## config.mk

```make
export PLATFORM = sky130hd
export DESIGN_NAME = alpha_nibble_mult
export DESIGN_NICKNAME = d
export VERILOG_FILES = /design/src/rtl/alpha_nibble_mult.sv
export SDC_FILE = /design/constraint.sdc
export NUM_CORES = 1
export LEC_CHECK = 0
export CORE_ASPECT_RATIO = 1.5
export CORE_UTILIZATION = 35
export DETAILED_ROUTE_END_ITERATION = 16
export GPL_TIMING_DRIVEN = 1
export PLACE_DENSITY = 0.59
export SLEW_MARGIN = 10
export SYNTH_ARGS = -nofsm -noshare
export SYNTH_HDL_FRONTEND = slang
export SYNTH_SLANG_ARGS = --single-unit
```

## constraint.sdc

```tcl
create_clock -name clk -period 14.6 [get_ports clk]
set_input_delay 2.92 -clock clk [delete_from_list [all_inputs] [get_ports clk]]
set_output_delay 2.92 -clock clk [all_outputs]
set_load 0.1 [all_outputs]
```

## src/rtl/alpha_nibble_mult.sv

```systemverilog
// Alphabet-set nibble multiplier: consumes one multiplicand's pre-computed
// multiples (I*1/3/5/7) and shift-accumulates them one weight nibble per cycle.
module alpha_nibble_mult #(
  parameter int LOG2_WIDTH = 4,
  parameter int WIDTH      = 2**LOG2_WIDTH,
  parameter int WWIDTH     = 8
) (
  input  logic                    clk,
  input  logic                    rst_n,
  input  logic                    in_valid,
  output logic                    in_ready,
  input  logic [WIDTH+2:0]        I1,
  input  logic [WIDTH+2:0]        I3,
  input  logic [WIDTH+2:0]        I5,
  input  logic [WIDTH+2:0]        I7,
  input  logic [WWIDTH-1:0]       w,
  output logic                    out_valid,
  input  logic                    out_ready,
  output logic [WIDTH+WWIDTH-1:0] product,
  output logic                    busy
);

  localparam int NIB = WWIDTH / 4;
  localparam int BW  = WIDTH + 3;
  localparam int PW  = WIDTH + WWIDTH;
  localparam int KW  = (NIB > 1) ? $clog2(NIB) : 1;

  typedef enum logic [1:0] {IDLE, CALC, DONE} state_t;

  state_t            state_q;
  logic [BW-1:0]     i1_q, i3_q, i5_q, i7_q;
  logic [WWIDTH-1:0] w_q;
  logic [KW-1:0]     k_q;
  logic [PW-1:0]     acc_q, acc_d, product_q;
  logic              out_valid_q;

  logic [3:0]        nib, nib_apx;
  logic [BW-1:0]     sel;
  logic [1:0]        shamt;
  logic [PW-1:0]     term;

  always_comb begin
    nib     = 4'(w_q >> {k_q, 2'b00});
    // Odd nibbles above 7 have no alphabet encoding; round them down by one.
    nib_apx = (nib[3] && nib[0]) ? nib - 4'd1 : nib;
    sel     = '0;
    shamt   = '0;
    case (nib_apx)
      4'd1:    begin sel = i1_q; shamt = 2'd0; end
      4'd2:    begin sel = i1_q; shamt = 2'd1; end
      4'd3:    begin sel = i3_q; shamt = 2'd0; end
      4'd4:    begin sel = i1_q; shamt = 2'd2; end
      4'd5:    begin sel = i5_q; shamt = 2'd0; end
      4'd6:    begin sel = i3_q; shamt = 2'd1; end
      4'd7:    begin sel = i7_q; shamt = 2'd0; end
      4'd8:    begin sel = i1_q; shamt = 2'd3; end
      4'd10:   begin sel = i5_q; shamt = 2'd1; end
      4'd12:   begin sel = i3_q; shamt = 2'd2; end
      4'd14:   begin sel = i7_q; shamt = 2'd1; end
      default: begin sel = '0;   shamt = 2'd0; end
    endcase
    term  = (PW'(sel) << shamt) << {k_q, 2'b00};
    acc_d = acc_q + term;
  end

  always_ff @(posedge clk or negedge rst_n) begin
    if (!rst_n) begin
      state_q     <= IDLE;
      i1_q        <= '0;
      i3_q        <= '0;
      i5_q        <= '0;
      i7_q        <= '0;
      w_q         <= '0;
      k_q         <= '0;
      acc_q       <= '0;
      product_q   <= '0;
      out_valid_q <= 1'b0;
    end else begin
      case (state_q)
        IDLE: begin
          if (in_valid) begin
            i1_q    <= I1;
            i3_q    <= I3;
            i5_q    <= I5;
            i7_q    <= I7;
            w_q     <= w;
            acc_q   <= '0;
            k_q     <= '0;
            state_q <= CALC;
          end
        end
        CALC: begin
          acc_q <= acc_d;
          k_q   <= k_q + 1'b1;
          if (k_q == KW'(NIB - 1)) begin
            product_q   <= acc_d;
            out_valid_q <= 1'b1;
            state_q     <= DONE;
          end
        end
        DONE: begin
          if (out_ready) begin
            out_valid_q <= 1'b0;
            state_q     <= IDLE;
          end
        end
        default: state_q <= IDLE;
      endcase
    end
  end

  assign in_ready  = (state_q == IDLE);
  assign busy      = (state_q != IDLE);
  assign out_valid = out_valid_q;
  assign product   = product_q;

endmodule

```

==> flow_summary.ini <==
[sta]
timing.fmax_mhz = 163.9
layout_setup_ws_ns = 8.497
finalHoldViolations = 0
period_minus_slack_ns = 6.103
tightest_slew_ns = 1.014
rsz0062_at_grt = no
tns_ns = 0
relSlewSlack = 0.3216
min_period_over_period = 0.4180
slew_violations = 0
clock_skew_ns = 0.007934
setup_viol = 0

[clock_tree]
cts_tree = done
root_buffer = clkbuf_16
cts.repair.resized = 0
clk_path_buf_depth = 2
path_clk_slew_ns = 0.06
clock_sinks = 136
cts_setup_buffers = 0
hold_buffers = 0
cts-buffers-inserted = 17
clk_latency_ns = 0.43
h-tree-depth = 4

[setup_path]
slowest_delay_ns = 0.69
critical_path.cell_chain = mux2_2, inv_2, ha_1, xnor2_2, a311o_1, and2_1, a22oi_1, nand2_1, nand2_1, mux2i_1, nor2b_1, ha_1, a21o_1, a21oi_1, nor2b_1, o21ai_0, a21oi_1, a211o_1, a31oi_1, nor4b_1, or3_1
timing.critical_path.arrival_ns = 6.41
crit_path_top_delay_cell = and2_1
reg2reg_slack_ns = 8.50
crit_buf_inv = 1
crit_path_end_kind = flop
regToRegStartpoint = k_q
rr_worst_depth = 21
worstPathRequired_ns = 14.90
cp_max_fo = 19
worstSetupPathType = reg2reg
cp_top_family = compound AO/OA/AOI/OAI gates
rr_endpoint = product[20]
critPathLaunchType = flop

[grt]
antenna_found_initial = 0
grt_pass1_wl_um = 29750
grt.overflow.total = 0
grt.total_usage = 0.1737
grt_max_degree = 77
grt_pass1_vias = 5673

[die]
initial_core_util = 0.3579
num_io_pins = 115
core_area_um2 = 21060
rows = 65
die_x_um = 121.8
dieArea_um2 = 22150
die_height_um = 181.8

[route]
wirelength_um = 18000
via_per_inst = 5.251
wl_per_cell_um = 16.62
remaining_drc_errors = 0
ant_nets = 0
dr.pass1.iters = 4
vias = 5687
dr.first_iter.drc_count = 223

[synthesis]
synth_fp_nets = 817
synth-main-ff-cell = dfrtp_1
synth.avg_cell_area_um2 = 10.71
synth_edf_count = 0
yosysSeqAreaShare = 0.4514
yosys_warnings = 0
async_reset_ff_frac = 1.000
synth_top_cell_area_share = 0.4514
ys_top_cells_by_area = dfrtp_1, mux2_2, ha_1, o21ai_0, nand2_1
yosysTopAreaCell = dfrtp_1
synth_cells = 704
synth_area_um2 = 7540
synth-seq-cells = 136
synthDistinctLibCells = 66

[run]
maxCapViolations = 0

[layout]
nets = 915
final_core_util = 0.4511
area.growth.synth_to_final_pct = 26.04
final_area_um2 = 9503
diodes = 0
drive_gt1_frac = 0.1939
fillers = 1999

[min_path]
hp-start = product[1]
min_path_cells = 2
min_to = product[1]
min_path_type = reg2reg

[placement]
hpwlAfterDp_um = 13290
io_buffer_count = 114
gp_congestion = 0.8768
preCtsSetupSlack_ns = 8.524
dpl_cell_area_um2 = 8904

[outcome]
run_status = complete, no violations
## stage by stage
stage / hold slack (ns) / std cells
2_1_floorplan: 0.4706 / 704
3_3_place_gp: 0.4622 / 1051
3_5_place_dp: 0.4639 / 1051
4_1_cts: 0.4788 / 1083
5_1_grt: 0.4897 / 1083
6_report: 0.4707 / 1083
## layer usage
metal,track usage,vias up,share of wire
met5,0,-,0
li1,-,2795,-
met4,0.06173,0,0.014
met1,0.2253,2757,0.45
met3,0.03266,18,0.030
met2,0.2852,117,0.51
## cell type report
type	count	area, um2	share of cell area
clock buffer	20	456.7	0.04806
clock inverter	12	142.6	0.01501
inverter	7	26.28	0.002765
multi-input combinational	519	3944	0.4150
sequential	136	3403	0.3581
tap	268	335.3	0.03529
timing repair buffer	121	1195	0.1257
## worst min-delay path: cells and delay by family, from the launching register on
| family | cells | cell delay (ns) |
|---|---|---|
| DFF | 1 | 0.34 |
| and+or+nand+nor | 2 | 0.10 |
## Yosys cell counts (3+ instances only)
cell type and number:
buf_1 6, o31ai_1 3, ha_1 24, nor3_1 7
xnor2_1 5, nand3_1 43, a22oi_1 30, nand2b_1 4
o21ai_0 57, xor2_1 15, mux2_4 3, and2_1 7
a21o_1 13, nand4_1 8, and3_1 4, inv_1 5
a31oi_1 4, o21a_1 8, o21ai_1 17, a22o_1 4
nand2_1 66, nor2b_1 6, dfrtp_1 136, clkbuf_1 32
a21oi_1 18, mux2_2 100, nor2_1 15, or4_1 4
mux2i_1 17
## state kept, by name, summed over array words and instances (netlist names)
name       count
acc_q         24
product       24
i1_q          19
i3_q          19
i5_q          19
i7_q          19
w_q            8
state_q        2
k_q            1
out_valid      1
## worst max path at each step
| stage | startpoint | end | slack [ns] | depth (start not counted) |
|---|---|---|---|---|
| finish | k_q | product[20] | 8.50 | 21 |
| global route | k_q | acc_q[21] | 7.97 | 20 |
| detailed placement | k_q | product[20] | 8.52 | 21 |
| global placement | k_q | product[20] | 8.50 | 21 |
| CTS | k_q | product[20] | 8.50 | 21 |
| floorplan | state_q[1] | busy | 9.02 | 2 |
## placed cells by master (no fill, tap or decap), drive strengths merged, types with 5 or more instances in the layout
cell type,count
dfrtp,136
clkdlybuf4s50,113
mux2,103
o21ai,74
nand2,66
nand3,43
a22oi,31
ha,24
clkbuf,20
a21oi,18
mux2i,18
xor2,15
nor2,15
a21o,13
inv,10
nand4,8
o21a,8
and2,8
buf,8
nor3,7
xnor2,7
nor2b,6
or4,5
## cell families after synthesis
kind of cell    count (synthesis)  synth area share
flops                         136            0.4514
buf+inv                        49           0.02705
simple gates                  173            0.1123
fa+ha+maj                      25           0.04248
xor+xnor                       22           0.02755
mux                           121            0.1809
compound gates                178            0.1583
Power is left out: the tool's default activity adds up to more than one toggle a clock period on the data nets, which glitch-free logic cannot reach.
